==> config.mk <==
export PLATFORM = sky130hd
export DESIGN_NAME = dispatch_scheduler
export DESIGN_NICKNAME = d
export VERILOG_FILES = /design/src/rtl/dispatch_scheduler_pkg.sv /design/src/rtl/dispatch_scheduler_msg_fifo.sv /design/src/rtl/dispatch_scheduler.sv
export SDC_FILE = /design/constraint.sdc
export NUM_CORES = 1
export LEC_CHECK = 0
export BUFFER_PORTS_ARGS = -buffer_cell sky130_fd_sc_hd__buf_4
export CELL_PAD_IN_SITES_DETAIL_PLACEMENT = 0
export CELL_PAD_IN_SITES_GLOBAL_PLACEMENT = 1
export CORE_MARGIN = 2
export CORE_UTILIZATION = 47
export DETAILED_ROUTE_END_ITERATION = 8
export PLACE_DENSITY = 0.88
export SYNTH_ARGS = -nofsm -noshare
export SYNTH_HDL_FRONTEND = slang
export SYNTH_SLANG_ARGS = --single-unit
==> constraint.sdc <==
create_clock -name clk -period 3.1 [get_ports clk]
set_clock_uncertainty 0.1 [all_clocks]
set_input_delay 0.465 -clock clk [delete_from_list [all_inputs] [get_ports clk]]
set_output_delay 0.465 -clock clk [all_outputs]
set_load 0.005 [all_outputs]
==> src/rtl/dispatch_scheduler_pkg.sv <==
// Shared types for the message dispatch scheduler: destination codes,
// FSM state encoding and the queued-message layout.
package dispatch_scheduler_pkg;

  localparam logic [1:0] DEST_LIB    = 2'd0;
  localparam logic [1:0] DEST_FIRE   = 2'd1;
  localparam logic [1:0] DEST_SCHOOL = 2'd2;
  localparam logic [1:0] DEST_RIB    = 2'd3;

  localparam int unsigned MSG_DATA_W = 4;

  typedef enum logic [1:0] {
    IDLE = 2'd0,
    SEND = 2'd1,
    GAP  = 2'd2
  } state_t;

  typedef struct packed {
    logic [MSG_DATA_W-1:0] data;
    logic [1:0]            dest;
  } fifo_entry_t;

endpackage

==> src/rtl/dispatch_scheduler_msg_fifo.sv <==
// Synchronous FIFO with head peek; pop only retires the head entry.
module msg_fifo #(
  parameter int unsigned WIDTH = 6,
  parameter int unsigned DEPTH = 4
) (
  input  logic                     clk,
  input  logic                     rst_n,
  input  logic                     push,
  input  logic                     pop,
  input  logic [WIDTH-1:0]         wdata,
  output logic [WIDTH-1:0]         head,
  output logic [$clog2(DEPTH):0]   count,
  output logic                     full,
  output logic                     empty
);

  localparam int unsigned AW = $clog2(DEPTH);
  localparam logic [AW:0] FULL_CNT = (AW+1)'(DEPTH);

  logic [WIDTH-1:0] mem [DEPTH];
  logic [AW-1:0]    wr_ptr;
  logic [AW-1:0]    rd_ptr;
  logic             do_push;
  logic             do_pop;

  assign full    = (count == FULL_CNT);
  assign empty   = (count == '0);
  assign do_push = push && !full;
  assign do_pop  = pop && !empty;
  assign head    = mem[rd_ptr];

  // Storage, wrapping pointers and occupancy count
  always_ff @(posedge clk or negedge rst_n) begin
    if (!rst_n) begin
      wr_ptr <= '0;
      rd_ptr <= '0;
      count  <= '0;
      for (int unsigned i = 0; i < DEPTH; i++) mem[i] <= '0;
    end else begin
      if (do_push) begin
        mem[wr_ptr] <= wdata;
        wr_ptr      <= wr_ptr + 1'b1;
      end
      if (do_pop) rd_ptr <= rd_ptr + 1'b1;
      case ({do_push, do_pop})
        2'b10:   count <= count + 1'b1;
        2'b01:   count <= count - 1'b1;
        default: count <= count;
      endcase
    end
  end

endmodule

==> src/rtl/dispatch_scheduler.sv <==
// Queues destination-tagged messages and drives a 1-to-4 demux one message
// at a time, holding each until acked, retrying on timeout, dropping after
// the final attempt.
module dispatch_scheduler
  import dispatch_scheduler_pkg::*;
#(
  parameter int unsigned DATA_W      = MSG_DATA_W,
  parameter int unsigned FIFO_DEPTH  = 4,
  parameter int unsigned ACK_TIMEOUT = 8,
  parameter int unsigned MAX_RETRY   = 2
) (
  input  logic                          clk,
  input  logic                          rst_n,
  input  logic                          req_valid,
  input  logic [DATA_W-1:0]             req_data,
  input  logic [1:0]                    req_dest,
  output logic                          req_ready,
  input  logic [3:0]                    dest_ack,
  output logic [DATA_W-1:0]             demux_in,
  output logic [1:0]                    demux_sel,
  output logic                          demux_enable,
  output logic [$clog2(FIFO_DEPTH):0]   fifo_level,
  output logic [7:0]                    sent_count,
  output logic                          drop_pulse,
  output logic [1:0]                    drop_dest
);

  localparam int unsigned TW = $clog2(ACK_TIMEOUT);
  localparam int unsigned RW = (MAX_RETRY > 0) ? $clog2(MAX_RETRY + 1) : 1;
  localparam logic [TW-1:0] TIMER_LAST = TW'(ACK_TIMEOUT - 1);
  localparam logic [RW-1:0] RETRY_LAST = RW'(MAX_RETRY);

  state_t              state, state_n;
  logic [TW-1:0]       timer, timer_n;
  logic [RW-1:0]       retry, retry_n;
  logic                retry_pend, pend_n;
  logic [DATA_W-1:0]   in_n;
  logic [1:0]          sel_n;
  logic                en_n;
  logic [7:0]          sent_n;
  logic                drop_n;
  logic [1:0]          drop_dest_n;
  logic                pop;
  logic                fifo_full;
  logic                fifo_empty;
  logic [DATA_W+1:0]   head;
  logic [DATA_W-1:0]   head_data;
  logic [1:0]          head_dest;

  assign req_ready = rst_n && !fifo_full;
  assign head_data = head[DATA_W+1:2];
  assign head_dest = head[1:0];

  msg_fifo #(
    .WIDTH (DATA_W + 2),
    .DEPTH (FIFO_DEPTH)
  ) u_fifo (
    .clk   (clk),
    .rst_n (rst_n),
    .push  (req_valid && req_ready),
    .pop   (pop),
    .wdata ({req_data, req_dest}),
    .head  (head),
    .count (fifo_level),
    .full  (fifo_full),
    .empty (fifo_empty)
  );

  // FSM, attempt timer, retry counter and registered demux/status outputs
  always_ff @(posedge clk or negedge rst_n) begin
    if (!rst_n) begin
      state        <= IDLE;
      timer        <= '0;
      retry        <= '0;
      retry_pend   <= 1'b0;
      demux_in     <= '0;
      demux_sel    <= '0;
      demux_enable <= 1'b0;
      sent_count   <= '0;
      drop_pulse   <= 1'b0;
      drop_dest    <= '0;
    end else begin
      state        <= state_n;
      timer        <= timer_n;
      retry        <= retry_n;
      retry_pend   <= pend_n;
      demux_in     <= in_n;
      demux_sel    <= sel_n;
      demux_enable <= en_n;
      sent_count   <= sent_n;
      drop_pulse   <= drop_n;
      drop_dest    <= drop_dest_n;
    end
  end

  // Next-state logic; the head stays queued across retries and is popped
  // only when the message completes (ack or drop)
  always_comb begin
    state_n     = state;
    timer_n     = timer;
    retry_n     = retry;
    pend_n      = retry_pend;
    in_n        = demux_in;
    sel_n       = demux_sel;
    en_n        = demux_enable;
    sent_n      = sent_count;
    drop_n      = 1'b0;
    drop_dest_n = drop_dest;
    pop         = 1'b0;
    case (state)
      IDLE: begin
        en_n = 1'b0;
        if (!fifo_empty) begin
          in_n    = head_data;
          sel_n   = head_dest;
          en_n    = 1'b1;
          timer_n = '0;
          retry_n = '0;
          pend_n  = 1'b0;
          state_n = SEND;
        end
      end
      SEND: begin
        if (dest_ack[demux_sel]) begin
          pop     = 1'b1;
          sent_n  = sent_count + 8'd1;
          en_n    = 1'b0;
          pend_n  = 1'b0;
          state_n = GAP;
        end else if (timer == TIMER_LAST && retry == RETRY_LAST) begin
          pop         = 1'b1;
          drop_n      = 1'b1;
          drop_dest_n = demux_sel;
          en_n        = 1'b0;
          pend_n      = 1'b0;
          state_n     = GAP;
        end else if (timer == TIMER_LAST) begin
          retry_n = retry + 1'b1;
          pend_n  = 1'b1;
          en_n    = 1'b0;
          state_n = GAP;
        end else begin
          timer_n = timer + 1'b1;
        end
      end
      GAP: begin
        if (retry_pend) begin
          en_n    = 1'b1;
          timer_n = '0;
          pend_n  = 1'b0;
          state_n = SEND;
        end else if (!fifo_empty) begin
          in_n    = head_data;
          sel_n   = head_dest;
          en_n    = 1'b1;
          timer_n = '0;
          retry_n = '0;
          state_n = SEND;
        end else begin
          en_n    = 1'b0;
          state_n = IDLE;
        end
      end
      default: begin
        en_n    = 1'b0;
        state_n = IDLE;
      end
    endcase
  end

endmodule

==> impl_results.md, run 1 <==
- Status: complete, no violations
- Worst Path Arrival: 2630 ps
- Layout cell share with drive strength beyond 1: 0.3960
- PortBufs: 34
- Largest net degree at the start of global routing: approximately 60
- Seq/Total Area, Yosys: 0.5280
- Slowest stage cell on the critical path: mux4_2
- Post-synth EDFFs: 0
- Post-DR vias/cell: around 5.2
- Post-CTS Repair Setup Buffers: 0
- Fin nets: roughly 270
- Row cnt: 27
- Root buf cell: clkbuf_8
- Max-slew headroom: 0.5204
- Fill count: 474
- CP Launch Type: flip-flop
- Cts bufs inserted: 9
- Pleak: 0.001559 uW
- DR pass1 iterations: 4
- Register area: 1426 um2
- Mapped Cells: around 200
- Die Span X: around 80 um
- Clk pin slew, worst setup/hold paths: 70 ps
- Multi-input gate area: 1234 um2
- Yosys cell types: 35
- Initial antenna violation count: 0
- RD Place Congestion: just over 0.7
- Pre-CTS setup slack: 473.2 ps
- Max FO, Critical Path: 6
- Mapped Area: approximately 2700 um2
- Number of I/O pins: 35
- CP endpoint kind: flip-flop
- Crit path time final: between 2000 and 3000 ps
- RSZ-0062 raised after global routing: false
- Fmax: slightly below 400 MHz
- Most frequent cells in the layout: dfrtp_1 (57), mux2_2 (35), buf_4 (35)
- Pwr dens: roughly 1000 nW/um2
- Most used DFF post-synth: dfrtp_1
- DIE AREA: 6370 um2
- Commonest non-fill, non-tap cell in the layout: dfrtp_1
- Starting DRT DRC Count: 67
- Tot GR Track Use: 0.1668
- Synthesis Warnings: 0
- VDD IR max: 0.4690 mV
- Maximum buffer depth of the clock tree: 2
- Worst skew pair latency: ~320 ps
- Final period utilization: 0.8149
- HPWL after DPL: 3298 um
- Initial core utilization: 0.4876
- Final hold violation count: 0
- Per-cell routed wire length: approximately 15 um
- Syn_nets: 231
- FFs w/ async S/R, synth: 1.000
- First-pass GRT wire length: ~8000 um
- Via Count: about 1700
- CP Data Required Time: approximately 3200 ps
- #FFs+latches synth: 57
- Actual slew at the worst max-slew pin: around 720 ps
- Setup ws final: 573.7 ps
- Critical Setup Path Class: reg2reg
- H-tree depth: 3
- Crit path cell chain: mux4_2 > o211a_1 > ha_1 > fa_1 > xnor2_1 > nor2_1 > xnor2_1
- DRT Wirelength: around 4700 um
- Finish-stage setup viols: 0
- DRC: 0
- Most repeated library cell on the critical path: xnor2_1
- Pwr Total: about 3400 uW
- Pins Over Slew Limit: 0
- Chip Height: ~80 um
- Hold-fix buffers at CTS: 0
- Number of global-route vias before repair: 1726
- Final Hold Slack: ~200 ps
- Antenna Nets Post-Route: 0
- Post-CTS Resized: 0
- Min-Delay Path Class: in2async
- Synth-to-Final Area Change: 21.49%
- Total gr overflow: 0
- CTS sink cnt: 57
- Delay of the slowest critical-path stage: ~600 ps
- Core area: between 5000 and 6000 um2
- Antenna diodes: 0
- Syn avg cell area: about 13 um2
- Fin Setup TNS: 0 ps
- CTS tree: yes
- Max_cap viols: 0
[final cells by class]
type / count / area share
clock buffers: 12 / 0.05032
clock inverters: 4 / 0.02249
inverters: 8 / 0.009150
multi-input cells: 134 / 0.3759
flip-flops and latches: 57 / 0.4346
well taps: 72 / 0.02745
repair buffers: 35 / 0.08006
[power by group]
| group | internal, uW | switching, uW |
|---|---|---|
| clock network | 518 | 286 |
| registers | 1060 | 268 |
| logic | 728 | 501 |
| total | 2310 | 1050 |
[worst paths after layout]
path,startpoint,slack [ps],cells after the start,to
min in group clk,req_data[1],300,2,u_fifo.mem[15]
max in group asynchronous,rst_n,2230,2,retry[1]
min reg2reg,sent_count[7],380,1,sent_count[7]
min,rst_n,200,2,u_fifo.wr_ptr[1]
max,demux_sel[0],570,7,u_fifo.count[2]
max reg2reg,demux_sel[0],570,7,u_fifo.count[2]
[sequential cells by signal, indices dropped and copies added, names as in the netlist]
signal	cells
state	2
retry	2
sent_count	8
u_fifo.rd_ptr	2
u_fifo.mem	24
u_fifo.count	3
drop_dest	2
demux_enable	1
drop_pulse	1
timer	3
demux_sel	2
u_fifo.wr_ptr	2
demux_in	4
retry_pend	1
[metrics by stage]
stage               cells  area [um2]    util
global route          322        3282  0.5924
CTS                   322        3282  0.5924
floorplan             202        2701       -
finish                322        3282  0.5924
detailed placement    306        3043  0.5492
global placement      306        3043  0.5492
[routing by layer]
layer,wire length (um),GRT usage,up-vias
met4,51,0.08644,0
met5,0,0,-
met3,168,0.03507,4
li1,-,-,804
met1,2134,0.2101,849
met2,2327,0.2714,25
[kinds of logic after synthesis]
logic type / synth area share
DFF: 0.5280
and+or+nand+nor: 0.08060
muxes: 0.2043
AOI/OAI and AO/OA: 0.05281
adders and majority gates: 0.07689
xor gates and xnor gates: 0.04215
buffers and inverters: 0.01529
[cell usage after synthesis (3+ instances only)]
cell type / number / share of area
xnor2_1: 8 / 0.026
nand2b_1: 3 / 0.0069
xor2_1: 5 / 0.016
nor3_1: 6 / 0.011
mux2_2: 35 / 0.15
o21ai_0: 4 / 0.0074
dfrtp_1: 57 / 0.53
nor2_1: 6 / 0.0083
inv_1: 8 / 0.011
nand2_1: 17 / 0.024
mux4_2: 7 / 0.058
ha_1: 15 / 0.069
[critical path, delay by kind of cell, from the launching register on]
family / cells / cell delay, ps
compound gates: 1 / 290
mux: 1 / 600
xor+xnor: 2 / 300
flops: 1 / 420
simple gates: 1 / 70
fa+ha+maj: 2 / 630
Power figures use the tool's default switching activity.
==> run 2: changes to the inputs <==
--- a/config.mk
+++ b/config.mk
@@ -9,9 +9,9 @@
 export CELL_PAD_IN_SITES_DETAIL_PLACEMENT = 0
 export CELL_PAD_IN_SITES_GLOBAL_PLACEMENT = 1
 export CORE_MARGIN = 2
-export CORE_UTILIZATION = 47
+export CORE_UTILIZATION = 42
 export DETAILED_ROUTE_END_ITERATION = 8
-export PLACE_DENSITY = 0.88
+export PLACE_DENSITY = 0.84
 export SYNTH_ARGS = -nofsm -noshare
 export SYNTH_HDL_FRONTEND = slang
 export SYNTH_SLANG_ARGS = --single-unit
==> constraint.sdc (replaced) <==
create_clock -name clk -period 2.21 [get_ports clk]
set_clock_uncertainty 0.1 [all_clocks]
set_input_delay 0.3315 -clock clk [delete_from_list [all_inputs] [get_ports clk]]
set_output_delay 0.3315 -clock clk [all_outputs]
set_load 0.005 [all_outputs]
==> impl_results.md, run 2 (synthesized netlist as in run 1, its figures left out) <==
- Crit path time final: 2261 ps (-264.9 ps)
- Pwr dens: 1423 nW/um2 (+39%)
- RSZ-0062 raised after global routing: true
- Synth-to-Final Area Change: 24.69%
- CP Data Required Time: 2350 ps (-850 ps)
- Number of global-route vias before repair: 1862 (+7.9%)
- Pleak: 0.001604 uW (+2.9%)
- DR pass1 iterations: 4 (unchanged)
- Number of flip-flops under the largest register name: 24 (unchanged)
- Layout cell share with drive strength beyond 1: 0.4356 (+0.03961)
- Row cnt: 29 (+7.4%)
- Delay of the slowest critical-path stage: 550 ps (-50 ps)
- Post-DR vias/cell: 5.167 (-1.1%)
- Cts bufs inserted: 9 (unchanged)
- Number of I/O pins: 35 (unchanged)
- Routed wl met2: 2572 um (+11%)
- Levels on crit path: 7 (unchanged)
- Initial antenna violation count: 0 (unchanged)
- Fin nets: 288 (+5.1%)
- Fmax: 442.2 MHz (+12%)
- Worst Path Buf+Inv: 0 (unchanged)
- Flop pwr share: 0.388 (-0.008)
- DRC: 0 (unchanged)
- Antenna Nets Post-Route: 0 (unchanged)
- Most repeated library cell on the critical path: xnor2_1
- Switching Share: 0.3256 (+0.01210)
- Non-filler instance count after layout: 341 (+5.9%)
- CTS tree: yes
- Max FO, Critical Path: 2 (-4)
- PortBufs: 34 (unchanged)
- Starting DRT DRC Count: 83 (+24%)
- Die Span X: 84.20 um (+5.5%)
- DRT Wirelength: 5215 um (+11%)
- Clk pin slew, worst setup/hold paths: 70 ps (about the same)
- Status: complete, but fails checks
- Core area: 6277 um2 (+13%)
- Pins Over Slew Limit: 0 (unchanged)
- Largest net degree at the start of global routing: 58 (-1.7%)
- Tot GR Track Use: 0.1608 (-0.006033)
- Antenna diodes: 0 (unchanged)
- Failing checks: negative setup slack
- Worst skew pair latency: 330 ps (about the same)
- FF-to-FF path depth: 7 (unchanged)
- Clock network power share: 0.208 (-0.031)
- H-tree depth: 3 (unchanged)
- Fin util: 0.5366 (-0.05579)
- HPWL after DPL: 3728 um (+13%)
- DR WL met3: 207 um (+23%)
- Hold-fix buffers at CTS: 0 (unchanged)
- Power share of the combinational group: 0.405 (+0.040)
- Per-cell routed wire length: 15.29 um (+5.2%)
- Via Count: 1762 (+4.8%)
- Final Hold Slack: 64.98 ps (-135.7 ps)
- Setup ws final: -51.43 ps (-625.1 ps)
- Slowest stage cell on the critical path: mux4_2
- Max-slew headroom: 0.5319 (+0.01150)
- RD Place Congestion: 0.8200 (+13%)
- Maximum buffer depth of the clock tree: 2 (unchanged)
- DIE AREA: 7090 um2 (+11%)
- Reg with most FFs: u_fifo.mem
- Fin Setup TNS: -102.6 ps (-102.6 ps)
- Biggest regs: u_fifo.mem: 24 flops, sent_count: 8 flops, demux_in: 4 flops
- Actual slew at the worst max-slew pin: 702.1 ps (-17.25 ps)
- CP endpoint kind: flip-flop
- CTS sink cnt: 57 (unchanged)
- Net Switching: 1561 uW (+48%)
- CP Launch Type: flip-flop
- Final hold violation count: 0 (unchanged)
- Initial core utilization: 0.4303 (-0.05724)
- DR top layer: met4
- Crit path cell chain: mux4_2 > o211a_1 > ha_2 > fa_2 > xnor2_1 > nor2_1 > xnor2_1
- Final period utilization: 1.023 (+0.2083)
- VDD IR max: 0.7104 mV (+51%)
- Chip Height: 84.20 um (+5.5%)
- Cells after DPL: 324 (+5.9%)
- Min-Delay Path Class: in2async
- Most frequent cells in the layout: dfrtp_1 (57), buf_4 (49), mux2_2 (35)
- P_int: 3233 uW (+40%)
- Root buf cell: clkbuf_8
- Top delay family on crit path: multiplexers
- Total gr overflow: 0 (unchanged)
- Max_cap viols: 0 (unchanged)
- First-pass GRT wire length: 8859 um (+11%)
- Worst Path Arrival: 2410 ps (-220 ps)
- Pre-CTS setup slack: -117.4 ps (-590.5 ps)
- Critical Setup Path Class: reg2reg
- Commonest non-fill, non-tap cell in the layout: dfrtp_1
- Finish-stage setup viols: 2 (+2)
- Met1 wire length: 2350 um (+10%)
==> run 2: worst register-to-register path: cells and delay by family (launching register included) <==
kind	cells	cell delay (ps)
mux	1	550
fa+ha+maj	2	530
flops	1	370
compound gates	1	260
xor+xnor	2	260
simple gates	1	110
==> run 2: metrics by stage <==
step / cell area (um2) / power (uW)
floorplan: 2706 / 3074
global placement: 3152 / 3738
detailed placement: 3152 / 3830
CTS: 3366 / 4850
global route: 3368 / 5151
finish: 3368 / 4794
==> run 2: path summary, 6_finish.rpt <==
kind	slack, ps	startpoint	to
setup / recovery	-50	demux_sel[0]	u_fifo.count[2]
hold / removal	60	rst_n	retry_pend
setup reg to reg	-50	demux_sel[0]	u_fifo.count[2]
hold reg to reg	370	sent_count[7]	sent_count[7]
max in group asynchronous	1480	rst_n	drop_dest[1]
min in group clk	160	req_data[3]	u_fifo.mem[23]
==> run 2: what timing repair did <==
action | CTS | global route
setup endpoints to repair | 2 | 2
gates resized for setup | 0 | 1
buffers inserted | 1 | 0
cloned | 0 | 0
pin swaps | 2 | 0
endpoints found under the hold margin | 0 | 0
==> run 2: routing by layer <==
metal	up-vias	global-route usage
met5	-	0
met2	39	0.2612
met4	0	0.07038
met1	883	0.2069
li1	832	-
met3	8	0.03736
==> run 2: area by class of cell <==
class | instances | area [um2]
sequential | 57 | 1426
inverter | 8 | 30.03
clock inverter | 4 | 51.30
tap | 77 | 96.34
clock buffer | 12 | 155.1
fill | 552 | 2909
timing repair buffer | 49 | 367.9
multi-input combinational | 134 | 1241
==> run 2: power groups by stage <==
stage | combinational [uW] | sequential (uW) | clock, uW
CTS | 1970 | 1860 | 1020
global placement | 1890 | 1850 | 0
finish | 1940 | 1860 | 996
floorplan | 1320 | 1750 | 0
global route | 2160 | 1920 | 1070
detailed placement | 1950 | 1880 | 0
==> run 3: changes to the inputs <==
--- a/config.mk
+++ b/config.mk
@@ -6,7 +6,7 @@
 export NUM_CORES = 1
 export LEC_CHECK = 0
 export BUFFER_PORTS_ARGS = -buffer_cell sky130_fd_sc_hd__buf_4
-export CELL_PAD_IN_SITES_DETAIL_PLACEMENT = 0
+export CELL_PAD_IN_SITES_DETAIL_PLACEMENT = 1
 export CELL_PAD_IN_SITES_GLOBAL_PLACEMENT = 1
 export CORE_MARGIN = 2
 export CORE_UTILIZATION = 42
==> impl_results.md, run 3 (synthesized netlist as in run 1, its figures left out) <==
- Status: complete, but fails checks
- Failing checks: negative setup slack
- Most frequent cells in the layout: dfrtp_1 (57), buf_4 (53), mux2_2 (34)
- CP Data Required Time: 2360 ps (about the same)
- Biggest regs: u_fifo.mem: 24 flops, sent_count: 8 flops, demux_in: 4 flops
- Final Hold Slack: 66.37 ps (+1.389 ps)
- Fin util: 0.5438 (+0.007175)
- Delay of the slowest critical-path stage: 550 ps (about the same)
- Most repeated library cell on the critical path: xnor2_1
- Layout cell share with drive strength beyond 1: 0.4403 (+0.004692)
- CTS sink cnt: 57 (unchanged)
- Finish-stage setup viols: 2 (unchanged)
- Row cnt: 29 (unchanged)
- Worst Path Arrival: 2450 ps (+40 ps)
- Starting DRT DRC Count: 66 (-20%)
- Actual slew at the worst max-slew pin: 707.2 ps (+5.084 ps)
- Setup ws final: -93.11 ps (-41.68 ps)
- Reg with most FFs: u_fifo.mem
- Number of global-route vias before repair: 2039 (+9.5%)
- Per-cell routed wire length: 17.06 um (+12%)
- Initial antenna violation count: 0 (unchanged)
- Maximum buffer depth of the clock tree: 2 (unchanged)
- Number of I/O pins: 35 (unchanged)
- Root buf cell: clkbuf_8
- VDD IR max: 0.7010 mV (-1.3%)
- Tot GR Track Use: 0.1836 (+0.02289)
- First-pass GRT wire length: 10120 um (+14%)
- Chip Height: 84.20 um (unchanged)
- Largest net degree at the start of global routing: 58 (unchanged)
- Number of flip-flops under the largest register name: 24 (unchanged)
- Max_cap viols: 0 (unchanged)
- DP Area: 3152 um2 (unchanged)
- Pins Over Slew Limit: 0 (unchanged)
- PortBufs: 34 (unchanged)
- Post-DR vias/cell: 5.116 (-0.99%)
- Min-Delay Path Class: in2async
- HPWL after DPL: 4267 um (+14%)
- Max FO, Critical Path: 2 (unchanged)
- Fin nets: 292 (+1.4%)
- Fmax: 434.2 MHz (-1.8%)
- DR pass1 iterations: 4 (unchanged)
- DIE AREA: 7090 um2 (unchanged)
- DRC: 0 (unchanged)
- Crit path cell chain: mux4_2 > o211a_1 > ha_2 > fa_2 > xnor2_1 > nor2_1 > xnor2_1
- CTS tree: yes
- Fin Setup TNS: -173.8 ps (-71.20 ps)
- Max-slew headroom: 0.5285 (-0.003389)
- DRT Wirelength: 5884 um (+13%)
- RSZ-0062 raised after global routing: true
- Die Span X: 84.20 um (unchanged)
- Pleak: 0.001643 uW (+2.5%)
- Final hold violation count: 0 (unchanged)
- CP endpoint kind: flip-flop
- Crit path time final: 2303 ps (+41.68 ps)
- H-tree depth: 3 (unchanged)
- Antenna Nets Post-Route: 0 (unchanged)
- Core area: 6277 um2 (unchanged)
- Fin area: 3413 um2 (+1.3%)
- Commonest non-fill, non-tap cell in the layout: dfrtp_1
- Slowest stage cell on the critical path: mux4_2
- Clk pin slew, worst setup/hold paths: 70 ps (about the same)
- Final period utilization: 1.042 (+0.01886)
- CP Launch Type: flip-flop
- Via Count: 1765 (+0.17%)
- Antenna diodes: 0 (unchanged)
- Initial core utilization: 0.4303 (unchanged)
- Reg2Reg Setup Slack: -90 ps (-40 ps)
- Synth-to-Final Area Change: 26.35%
- Pwr Total: 4986 uW (+4.0%)
- Pwr dens: 1461 nW/um2 (+2.6%)
- Cts bufs inserted: 9 (unchanged)
- Worst skew pair latency: 330 ps (about the same)
- Total gr overflow: 0 (unchanged)
- Hold-fix buffers at CTS: 0 (unchanged)
- RD Place Congestion: 0.8200 (unchanged)
- Critical Setup Path Class: reg2reg
[run 3: changes by cell type in the layout (fill, tap and decap cells not counted)]
cell	previous run	this run
clkbuf_8	11	10
clkinv_2	1	2
ha_2	2	1
mux2_4	0	1
buf_4	49	53
bufinv_16	1	2
ha_1	13	14
mux2_2	35	34
clkinvlp_4	1	0
[run 3: worst paths after layout]
check / startpoint / endpoint / cells past startpoint
setup / recovery: demux_sel[0] / u_fifo.count[2] / 7
hold / removal: rst_n / demux_in[2] / 2
setup reg to reg: demux_sel[0] / u_fifo.count[2] / 7
hold reg to reg: sent_count[7] / sent_count[7] / 1
max in group asynchronous: rst_n / demux_enable / 2
min in group clk: req_data[1] / u_fifo.mem[9] / 2
[run 3: power breakdown]
part           leakage [uW]  internal, uW  switching, uW
clock              0.000113           664            407
combinational      0.000819          1210            829
sequential         0.000711          1490            386
[run 3: metrics by stage]
stage          worst slack (ps)  cells
5_1_grt                  -160.2    345
2_1_floorplan            -73.11    202
3_5_place_dp             -127.2    324
4_1_cts                  -86.64    342
3_3_place_gp             -74.72    324
6_report                 -93.11    345
[run 3: final cells by class]
class	instances	area (um2)
clock buffer	11	141.4
multi-input combinational	134	1242
clock inverter	5	78.83
tap	77	96.34
inverter	8	30.03
fill	643	2864
timing repair buffer	53	397.9
sequential	57	1426
[run 3: layer usage]
layer	routed length, um	track usage
met1	2486	0.2257
met2	3135	0.3167
met3	218	0.05506
met4	44	0.04839
met5	0	0
[run 3: repair_timing]
item,CTS,global route
resized for setup,1,0
pin swaps,3,2
endpoints found under the hold margin,0,0
endpoints found under the setup margin,2,2
setup buffers,2,3
[run 3: worst max-delay path: cells and delay by family, from the launching register on]
family | cells | cell delay (ps)
flip-flops | 1 | 380
AO/OA/AOI/OAI | 1 | 270
multiplexers | 1 | 550
XOR/XNOR | 2 | 260
AND/OR/NAND/NOR | 1 | 140
adder cells (fa/ha/maj) | 2 | 540
